--- config.mk ---
export PLATFORM = sky130hd
export DESIGN_NAME = spectrum_vram_scheduler
export DESIGN_NICKNAME = d
export VERILOG_FILES = /design/src/rtl/spectrum_vram_scheduler.sv
export SDC_FILE = /design/constraint.sdc
export NUM_CORES = 1
export LEC_CHECK = 0
export CAP_MARGIN = 20
export CELL_PAD_IN_SITES_DETAIL_PLACEMENT = 0
export CELL_PAD_IN_SITES_GLOBAL_PLACEMENT = 1
export CORE_MARGIN = 4
export CORE_UTILIZATION = 50
export DETAILED_ROUTE_END_ITERATION = 8
export HOLD_SLACK_MARGIN = 0.06
export PLACE_DENSITY = 0.88
export SETUP_SLACK_MARGIN = 0.3
export SLEW_MARGIN = 20
export SYNTH_ARGS = -nofsm -noshare
export SYNTH_HDL_FRONTEND = slang
export SYNTH_SLANG_ARGS = --single-unit
--- constraint.sdc ---
create_clock -name inClock -period 7.4 [get_ports inClock]
set_clock_uncertainty 0.1 [all_clocks]
set_input_delay 1.48 -clock inClock [delete_from_list [all_inputs] [get_ports inClock]]
set_output_delay 1.48 -clock inClock [all_outputs]
set_load 0.02 [all_outputs]
--- src/rtl/spectrum_vram_scheduler.sv ---
// spectrum_vram_scheduler
// Takes one FFT-bin magnitude at a time, turns it into a clamped,
// peak-held bar height, and writes that bar as a run of VRAM columns.
// A frame ends on the bin flagged binLast; frameDone pulses afterwards.

module spectrum_vram_scheduler #(
  parameter int NUM_BINS     = 64,
  parameter int COLS_PER_BIN = 10,
  parameter int MAG_SHIFT    = 6,
  parameter int MAX_HEIGHT   = 511,
  parameter int DECAY        = 4,
  parameter int GAP          = 1
) (
  input  logic        inClock,
  input  logic        rstN,
  input  logic        binValid,
  output logic        binReady,
  input  logic [15:0] binData,
  input  logic        binLast,
  output logic        vramWren,
  output logic [9:0]  vramWriteAddr,
  output logic [9:0]  vramInData,
  output logic        frameDone,
  output logic        overflow
);

  // idx must be able to hold NUM_BINS itself (the saturated "frame full" value)
  localparam int IDX_W = $clog2(NUM_BINS + 1);
  localparam int SEL_W = (NUM_BINS > 1) ? $clog2(NUM_BINS) : 1;
  localparam int K_W   = (COLS_PER_BIN > 1) ? $clog2(COLS_PER_BIN) : 1;

  typedef enum logic [1:0] {
    IDLE  = 2'd0,
    CALC  = 2'd1,
    WRITE = 2'd2,
    DONE  = 2'd3
  } state_t;

  state_t           state_q;
  logic [IDX_W-1:0] idx_q;
  logic [K_W-1:0]   k_q;
  logic [15:0]      mag_q;
  logic             last_q;
  logic [9:0]       hold_q;
  logic [9:0]       peak_q [NUM_BINS];

  logic             ready_q;
  logic             wren_q;
  logic [9:0]       addr_q;
  logic [9:0]       data_q;
  logic             done_q;
  logic             ovf_q;

  logic [SEL_W-1:0] sel_s;
  logic [15:0]      shifted_s;
  logic [9:0]       height_s;
  logic [9:0]       peak_cur_s;
  logic [9:0]       decayed_s;
  logic [9:0]       new_peak_d;
  logic [9:0]       base_addr_s;
  logic             frame_full_s;
  logic             last_col_s;

  // The final column of a bin is blanked when the separator gap is enabled
  function automatic logic is_gap(input logic [K_W-1:0] k);
    return (GAP != 0) && (k == K_W'(COLS_PER_BIN - 1));
  endfunction

  assign binReady      = ready_q;
  assign vramWren      = wren_q;
  assign vramWriteAddr = addr_q;
  assign vramInData    = data_q;
  assign frameDone     = done_q;
  assign overflow      = ovf_q;

  // Height / decay / peak-hold arithmetic used in the CALC cycle
  always_comb begin
    sel_s        = idx_q[SEL_W-1:0];
    shifted_s    = mag_q >> MAG_SHIFT;
    height_s     = 10'd0;
    decayed_s    = 10'd0;
    new_peak_d   = 10'd0;
    peak_cur_s   = peak_q[sel_s];
    base_addr_s  = 10'(int'(idx_q) * COLS_PER_BIN);
    frame_full_s = (idx_q == IDX_W'(NUM_BINS));
    last_col_s   = (k_q == K_W'(COLS_PER_BIN - 1));
    if (shifted_s > 16'(MAX_HEIGHT)) begin
      height_s = 10'(MAX_HEIGHT);
    end else begin
      height_s = shifted_s[9:0];
    end
    if (peak_cur_s >= 10'(DECAY)) begin
      decayed_s = peak_cur_s - 10'(DECAY);
    end else begin
      decayed_s = 10'd0;
    end
    if (height_s > decayed_s) begin
      new_peak_d = height_s;
    end else begin
      new_peak_d = decayed_s;
    end
  end

  // Scheduler FSM with registered handshake and VRAM outputs
  always_ff @(posedge inClock or negedge rstN) begin
    if (!rstN) begin
      state_q <= IDLE;
      idx_q   <= '0;
      k_q     <= '0;
      mag_q   <= 16'd0;
      last_q  <= 1'b0;
      hold_q  <= 10'd0;
      for (int i = 0; i < NUM_BINS; i++) begin
        peak_q[i] <= 10'd0;
      end
      ready_q <= 1'b1;
      wren_q  <= 1'b0;
      addr_q  <= 10'd0;
      data_q  <= 10'd0;
      done_q  <= 1'b0;
      ovf_q   <= 1'b0;
    end else begin
      case (state_q)
        IDLE: begin
          done_q <= 1'b0;
          if (binValid && ready_q) begin
            if (frame_full_s) begin
              // Bin beyond the frame: drop it, but still honour its last flag
              ovf_q <= 1'b1;
              if (binLast) begin
                ready_q <= 1'b0;
                done_q  <= 1'b1;
                state_q <= DONE;
              end else begin
                state_q <= IDLE;
              end
            end else begin
              mag_q   <= binData;
              last_q  <= binLast;
              ready_q <= 1'b0;
              state_q <= CALC;
            end
          end else begin
            state_q <= IDLE;
          end
        end
        CALC: begin
          peak_q[sel_s] <= new_peak_d;
          hold_q        <= new_peak_d;
          k_q           <= '0;
          wren_q        <= 1'b1;
          addr_q        <= base_addr_s;
          data_q        <= is_gap(K_W'(0)) ? 10'd0 : new_peak_d;
          state_q       <= WRITE;
        end
        WRITE: begin
          if (last_col_s) begin
            wren_q <= 1'b0;
            if (last_q) begin
              done_q  <= 1'b1;
              state_q <= DONE;
            end else begin
              // Only reachable for idx < NUM_BINS, so idx saturates at NUM_BINS
              idx_q   <= idx_q + IDX_W'(1);
              ready_q <= 1'b1;
              state_q <= IDLE;
            end
          end else begin
            k_q    <= k_q + K_W'(1);
            addr_q <= addr_q + 10'd1;
            data_q <= is_gap(k_q + K_W'(1)) ? 10'd0 : hold_q;
          end
        end
        DONE: begin
          done_q  <= 1'b0;
          idx_q   <= '0;
          ready_q <= 1'b1;
          state_q <= IDLE;
        end
        default: begin
          wren_q  <= 1'b0;
          done_q  <= 1'b0;
          ready_q <= 1'b1;
          state_q <= IDLE;
        end
      endcase
    end
  end

endmodule

After elaboration in Yosys (flattened, before gate mapping) --
Index checks and enable logic that the tools add are counted.
Operators by class: order comparisons 5, $mul 1, equality and inequality tests 12, add/sub/neg operators 4, reduce and logical (&&, ||, !) cells 13, mux-type cells 39, bitwise gates (word level) 2
Operator list (number):
- $bwmux 640 | 1
- $mux 10 | 9
- $bmux 10 s6 | 1
- $demux 10 s6 | 1
- $pmux 10 s2 | 2
- $mux 7 | 2
- $pmux 7 s2 | 1
- $reduce_and 3->1 | 4
- $mux 1 | 11
- $add 10x1->10 const B | 1
- $ge 10x3->1 const B | 1
- $gt 10x10->1 | 1
- $gt 10x9->1 const B | 1
- $mux 2 | 5
- $ne 2x2->1 const B | 5
- $sub 10x3->10 const B | 1
- $mul 7x3->9 const B | 1
- $eq 4x4->1 const B | 2
- $pmux 2 s4 | 1
- $pmux 4 s2 | 1
- $add 7x1->7 const B | 1
- $eq 7x7->1 const B | 1
- $ge 7x7->1 const B | 1
- $lt 7x1->1 const B | 1
- 15 further kinds | 20
Storage, ports and cells: input bits 20, flip-flop bits (word level) 704, output and inout port bits 24

Longest topological paths before layout --
Gate-level depths: netlist of the first run.
depth after elaboration 9, mapped depth 30, mapped depth without buffers 20

Least setup slack after synthesis of the first run --
No wires, ideal clock.
path type register to register, start point register idx_q[0], end point register hold_q[3], path buffers 8, data required time 7.165 ns, library setup time 0.135 ns, stages on the path, launching flop included 28, data arrival time 5.028 ns, path slack 2.138 ns, cells stage by stage dfrtp_1 > buf_6 > buf_8 > buf_6 > buf_6 > buf_6 > mux4_2 > nand2_1 > a21oi_1 > nor3_1 > nand4b_1 > inv_1 > ha_1 > nand3_1 > nor4_4 > a21oi_1 > inv_1 > ha_1 > a21o_1 > a21o_1 > a21oi_1 > o211ai_1 > nand2_1 > clkbuf_1 > mux2i_1 > buf_2 > buf_2 > o21ai_0
On the way: cells in the longest elaborated chain, start to end 8
Ends and longest elaborated chain:
- from (decl) | RTL line 40 | logic [IDX_W-1:0] idx_q;
- from (signal assigned) | RTL line 164 | idx_q <= idx_q + IDX_W'(1);
- $not 6->7 (not written as such) * | RTL line 83 | peak_cur_s = peak_q[sel_s];
- $bmux 10 s6 * | RTL line 83
- $mux 10 (not written as such) * (2 in a row) | RTL line 83
- $sub 10x3->10 / $ge 10x3->1 (equally long branches) | RTL line 93, 92
- $mux 10 * | RTL line 92 | if (peak_cur_s >= 10'(DECAY)) begin
- $gt 10x10->1 | RTL line 97 | if (height_s > decayed_s) begin
- $mux 10 * | RTL line 97
- to (signal assigned) | RTL line 149 | hold_q <= new_peak_d;
- to (decl) | RTL line 44 | logic [9:0] hold_q;
Every way passes the cells marked *; elsewhere a longest branch is shown, timed or not. The select of a mux whose other input is x is not followed. A chain may end at the register's enable or synchronous reset.

Worst setup path in the final report of the first run --
start point register idx_q[0], end point register peak_q[179] in the netlist's numbering
On the way: cells in the longest elaborated chain, start to end 9
Ends and longest elaborated chain:
- $not 6->7 (not written as such) * | RTL line 83, 148
- $bmux 10 s6 | RTL line 83
- $mux 10 (not written as such) (2 in a row) | RTL line 83
- $sub 10x3->10 / $ge 10x3->1 (equally long branches) | RTL line 93, 92
- $mux 10 | RTL line 92
- $gt 10x10->1 | RTL line 97
- $mux 10 | RTL line 97
- $bwmux 640 * | RTL line 148 | peak_q[sel_s] <= new_peak_d;
- to (signal, indexed assignment) | RTL line 148
- to (decl) | RTL line 45 | logic [9:0] peak_q [NUM_BINS];
Marks and branches as above.

==> results of run 1 <==
## sequential cells by signal, summed over array words and instances (netlist names), 2 cells and up
signal and flops:
mag_q 10, k_q 4, idx_q 7, vramWriteAddr 10, vramInData 10, state_q 2, hold_q 10, peak_q 640
## cell families (layout without fill, tap and decap cells)
logic type      Yosys count  count (layout)  synth area share, %
xor+xnor                 13              13                0.355
mux                     270             270                 11.2
compound gates          908             908                 16.2
flops                   698             698                 54.5
other cells               1               2               0.0117
buf+inv                 258             265                 3.95
simple gates            957             957                 12.6
fa+ha+maj                29              29                 1.15
## metal layers
layer  vias up  routed length (um)
met5         -                   7
met4         2                4560
met3       225                9150
met2      1199               44500
met1     12500               40500
li1      11000                   -
## cells in the mapped netlist (16+ instances only)
cell / count / area (um2)
a21oi_1: 61 / 305
a221oi_1: 27 / 236
a22oi_1: 77 / 578
a31oi_1: 19 / 119
buf_2: 43 / 215
buf_6: 17 / 191
clkbuf_1: 135 / 507
clkbuf_2: 27 / 135
dfrtp_1: 697 / 17400
ha_1: 28 / 350
mux2_2: 92 / 1040
mux2i_1: 117 / 1170
mux4_2: 59 / 1330
nand2_1: 690 / 2590
nand3_1: 45 / 225
nor2_1: 87 / 327
nor2b_1: 16 / 100
nor3_1: 23 / 115
o21ai_0: 607 / 3040
o22ai_1: 17 / 106
## where the power goes
part	total, mW	switching [mW]	internal (mW)
logic	5.04	3.49	1.56
clock network	3.69	1.51	2.18
registers	4.30	0.255	4.05
## cell type report
type	count	area (um2)
Fill cell	5361	27500
Sequential cell	698	17500
Multi-Input combinational cell	2178	13500
Clock buffer	112	2230
Timing Repair Buffer	125	1260
Tap cell	846	1060
Clock inverter	16	165
Inverter	12	45.0
Antenna cell	1	2.50
## worst paths after layout
kind	start	end	cells after the start
setup / recovery	idx_q[0]	peak_q[179]	20
setup reg to reg	idx_q[0]	peak_q[179]	20
hold reg to reg	peak_q[513]	peak_q[513]	2
min in group asynchronous	rstN	peak_q[501]	1
hold / removal	peak_q[513]	peak_q[513]	2
max in group asynchronous	rstN	peak_q[206]	2
## worst min-delay path, delay by kind of cell, from the launching register on
kind / cells / cell delay (ns)
flops: 1 / 0.34
compound gates: 1 / 0.06
simple gates: 1 / 0.04
==> run_results.csv, run 1 <==
group,metric,value,unit
synthesis,syn_area,32100,um2
clocking,insertion_delay,0.62,ns
synthesis,synth-async-reset-ratio,100,%
critical_path,end_kind,"register",
clocking,clkSinkCount,698,
finish,stdcell_count,3988,
sta,rsz0062_at_grt,"no",
floorplan,num_rows,92,
sta,layout_setup_ws,0.683,ns
clocking,cts_tree,"built",
global_route,use_met3,6.37,%
clocking,cts_setup_buffers,0,
clocking,clk_path_buf_depth,3,
synthesis,syn_avg_cell_area,10.2,um2
route,antenna_left,0,
global_route,grt_overflow,0,
power_and_ir_drop,ir_drop,0.497,mV
global_route,grt_pass1_wl,149000,um
clocking,htreeDepth,3,
sta,finalSetupViolCount,0,
finish,mostFrequentLayoutCell,"dfrtp_1",
clocking,hold_buffers,0,
floorplan,start_util,50.7,%
critical_path,crit_buf_inv,3,
synthesis,yosysSeqAreaShare,54.5,%
sta,final.min_clock_period,6.72,ns
critical_path,cp_slowest_cell,"dfrtp_4",
critical_path,path_class,"reg2reg",
finish,fin_nets,3138,
global_route,met1_usage,40.2,%
place,dpl_cell_area,33400,um2
sta,slew_headroom,18.4,%
place,dp.cells,3859,
global_route,grt_max_degree,169,
route,first_iter_violations,2795,
run_status,status,"finished, final reports clean",
floorplan,die_x,261,um
global_route,grt_pass1_vias,24200,
route,drt-total-wl,98700,um
critical_path,worstPathCellList,"buf_4 -> nand2b_1 -> o22a_1 -> a31oi_1 -> nor3_1 -> nand4b_1 -> inv_1 -> ha_1 -> nand3_1 -> nor4_4 -> a21oi_1 -> inv_1 -> ha_1 -> a21o_1 -> a21o_1 -> a21oi_1 -> o211ai_1 -> nand2_1 -> and4_4 -> mux2_2",
clocking,cts_resized,0,
finish,drive_gt1_share,12.9,%
route,drc_errors,0,
sta,fin_tns_setup,0,ns
critical_path,reg2reg_slack,0.68,ns
global_route,grt_use_met2,44.3,%
critical_path,critPathRequiredTime,7.82,ns
hold_path,hp-class,"reg2reg",
global_route,antenna_found_initial,2,
floorplan,die_h,261,um
critical_path,slowest_delay,0.88,ns
global_route,busiest_layer,"met2",
route,wire_per_inst,24.8,um
place,portBuffers,37,
floorplan,die_area,68300,um2
power_and_ir_drop,p_total,13.0,mW
power_and_ir_drop,power_leakage,16.0,nW
sta,fmax,149,MHz
floorplan,ios,44,
sta,worst_hold_slack,0.373,ns
synthesis,syn-instance-count,3134,
critical_path,worstSetupStartpointType,"register",
synthesis,yosysWarnings,0,
sta,worst_pin_slew,1.22,ns
finish,final_cell_mix,"dfrtp_1 (694), nand2_1 (689), o21ai_0 (607)",
synthesis,synth_edf_count,0,
clocking,root_buffer,"clkbuf_16",
route,drtPass1Iterations,6,
clocking,clkTransAtPathRegs,0.06,ns
place,hpwlAfterDp,64200,um
synthesis,synth_flop_cell,"dfrtp_1",
place,place_congestion,0.966,
finish,stdcell_area,35800,um2
critical_path,cp_max_fo,66,
synthesis,synth.distinct_cells,80,
global_route,grt_util_all_layers,28.9,%
finish,syn2layout_area_growth,11.5,%
floorplan,core_area,63300,um2
synthesis,syn_nets,3183,
sta,final.period_utilization,90.8,%
finish,utilization,56.5,%
flow_run,cap_violations,0,
clocking,cts_buffers,74,
sta,finalHoldViolations,0,
critical_path,cp_top_family,"simple AND/OR/NAND/NOR gates",
critical_path,cp_data_arrival_time,7.14,ns
route,routed_via_density,6.23,
place,pre_cts_slack,0.916,ns
power_and_ir_drop,cellPowerDensity,364,nW/um2
synthesis,ys_seq_elements,698,
sta,slew_viol_final,0,
route,via_count,24900,
Power figures use the tool's default switching activity.
==> run 2, diff against run 1 <==
clock period = 6.3 ns   (was 7.4 ns; I/O delays follow)
==> run_results.csv, run 2 (synthesis gave the netlist of run 1 again) <==
group,metric,value,unit
route,antenna_left,0,
finish,stdcell_area,36400,um2
place,hpwlAfterDp,64400,um
sta,final.min_clock_period,5.88,ns
route,via_count,25200,
finish,final_cell_mix,"dfrtp_1 (692), nand2_1 (690), o21ai_0 (607)",
flow_run,cap_violations,0,
floorplan,start_util,50.7,%
finish,fin_nets,3177,
place,dp.cells,3879,
power_and_ir_drop,intPower,9.45,mW
global_route,grt_max_degree,156,
place,portBuffers,37,
power_and_ir_drop,p_switching,6.50,mW
clocking,root_buffer,"clkbuf_16",
critical_path,critPathRequiredTime,6.65,ns
power_and_ir_drop,ir_drop,0.784,mV
sta,finalSetupViolCount,0,
finish,largest_reg_flops,640,
clocking,cts_buffers,73,
clocking,cts_tree,"built",
route,drt-total-wl,100000,um
power_and_ir_drop,sw_frac_of_total,40.7,%
sta,worst_pin_slew,1.11,ns
run_status,status,"finished, final reports clean",
finish,stdcell_count,4029,
clocking,insertion_delay,0.63,ns
place,dpl_cell_area,33600,um2
sta,fmax,170,MHz
finish,mostFrequentLayoutCell,"dfrtp_1",
finish,utilization,57.4,%
floorplan,num_rows,92,
clocking,clkTransAtPathRegs,0.06,ns
critical_path,end_kind,"register",
sta,slew_viol_final,0,
finish,top_register,"peak_q",
finish,syn2layout_area_growth,13.3,%
power_and_ir_drop,p_total,15.9,mW
floorplan,die_area,68300,um2
route,drtPass1Iterations,6,
critical_path,worstSetupStartpointType,"register",
sta,rsz0062_at_grt,"yes",
global_route,grt_pass1_vias,24700,
global_route,grt_overflow,0,
floorplan,core_area,63300,um2
sta,slew_headroom,26.3,%
critical_path,worstPathCellList,"buf_4 -> buf_12 -> and2_1 -> buf_4 -> a22o_1 -> a221oi_2 -> o211ai_1 -> or4_1 -> nor4_4 -> buf_4 -> a21oi_2 -> inv_1 -> ha_1 -> a21o_1 -> a21o_1 -> a21oi_1 -> o211ai_1 -> buf_4 -> and3_1 -> a31oi_4 -> buf_4 -> o21ai_0",
clocking,clkSinkCount,698,
clocking,htreeDepth,3,
route,routed_via_density,6.25,
floorplan,die_x,261,um
critical_path,slowest_delay,0.68,ns
finish,drive_gt1_share,14.3,%
place,place_congestion,0.962,
power_and_ir_drop,pwr-share-comb,41.4,%
power_and_ir_drop,pwr-share-seq,31.3,%
global_route,grt_util_all_layers,29.0,%
route,first_iter_violations,3005,
floorplan,die_h,261,um
sta,finalHoldViolations,0,
floorplan,ios,44,
power_and_ir_drop,power_leakage,16.3,nW
power_and_ir_drop,cellPowerDensity,439,nW/um2
critical_path,cp_data_arrival_time,6.23,ns
route,wire_per_inst,24.9,um
critical_path,crit_path_frequent_cell,"buf_4",
critical_path,path_class,"reg2reg",
hold_path,hp-class,"reg2reg",
critical_path,cp_slowest_cell,"or4_1",
critical_path,cp_max_fo,26,
clocking,clk_path_buf_depth,3,
sta,final.period_utilization,93.4,%
power_and_ir_drop,clockPowerShare,27.3,%
global_route,antenna_found_initial,4,
global_route,grt_pass1_wl,150000,um
route,drc_errors,0,
-- run 2: changes by cell type in the layout (fill, tap and decap cells not counted), moves of 2 or more --
cell / change
buf_4: +22
dfrtp_2: +2
clkbuf_8: -4
dfrtp_1: -2
nand2_2: -2
buf_6: +3
buf_8: +2
nor2_2: +2
clkinv_2: +5
bufinv_16: +2
buf_12: +10
clkbuf_1: -2
-- run 2: power groups by stage --
| stage | Combinational [mW] | Sequential [mW] | Clock, mW |
|---|---|---|---|
| 6_report | 6.61 | 4.99 | 4.35 |
| 3_5_place_dp | 5.86 | 5.11 | 0 |
| 5_1_grt | 6.92 | 5.02 | 4.58 |
| 2_1_floorplan | 3.44 | 5.03 | 0 |
| 3_3_place_gp | 5.75 | 5.09 | 0 |
| 4_1_cts | 6.01 | 4.99 | 4.39 |
-- run 2: final timing paths --
path	startpoint	end	slack [ns]	cells after the start
setup / recovery	idx_q[0]	peak_q[541]	0.42	22
hold / removal	overflow	overflow	0.36	1
setup reg to reg	idx_q[0]	peak_q[541]	0.42	22
hold reg to reg	overflow	overflow	0.36	1
max in group asynchronous	rstN	peak_q[397]	3.99	2
min in group asynchronous	rstN	peak_q[548]	0.58	1
-- run 2: per-layer routing --
metal / global-route usage, % / wire, um / vias to the layer above
met4: 13.9 / 5730 / 6
li1: - / - / 11100
met3: 6.84 / 10100 / 308
met2: 44.3 / 45000 / 1268
met1: 39.4 / 39400 / 12500
met5: 0 / 46 / -
-- run 2: timing repair --
| item | 4_1_cts | 5_1_grt |
|---|---|---|
| hold buffers | 0 | 0 |
| resized for setup | 4 | 16 |
| gates cloned | 0 | 3 |
| setup endpoints to repair | 660 | 659 |
| setup buffers | 5 | 12 |
| pin swaps | 0 | 5 |
-- run 2: cell type report --
type,count,area [um2]
clock inverter,24,267
multi-input combinational,2178,13600
inverter,12,45.0
timing repair buffer,165,1770
sequential,698,17500
tap,846,1060
antenna,1,2.50
fill,5276,27000
clock buffer,105,2140
-- run 2: through the flow --
stage | hold slack, ns | setup TNS [ns] | setup slack, ns
after floorplan | 0.341 | 0 | 1.04
after global placement | 0.342 | -5.46 | -0.0764
after detailed placement | 0.350 | -22.28 | -0.189
after CTS | 0.364 | 0 | 0.300
after global routing | 0.380 | 0 | 0.275
final | 0.358 | 0 | 0.418
-- run 2: worst max-delay path, delay by kind of cell, from the launching register on --
family                     cells  cell delay [ns]
and+or+nand+nor                4             1.35
DFF                            1             0.56
AOI/OAI and AO/OA             10             2.11
adders and majority gates      1             0.23
buffers and inverters          7             1.29
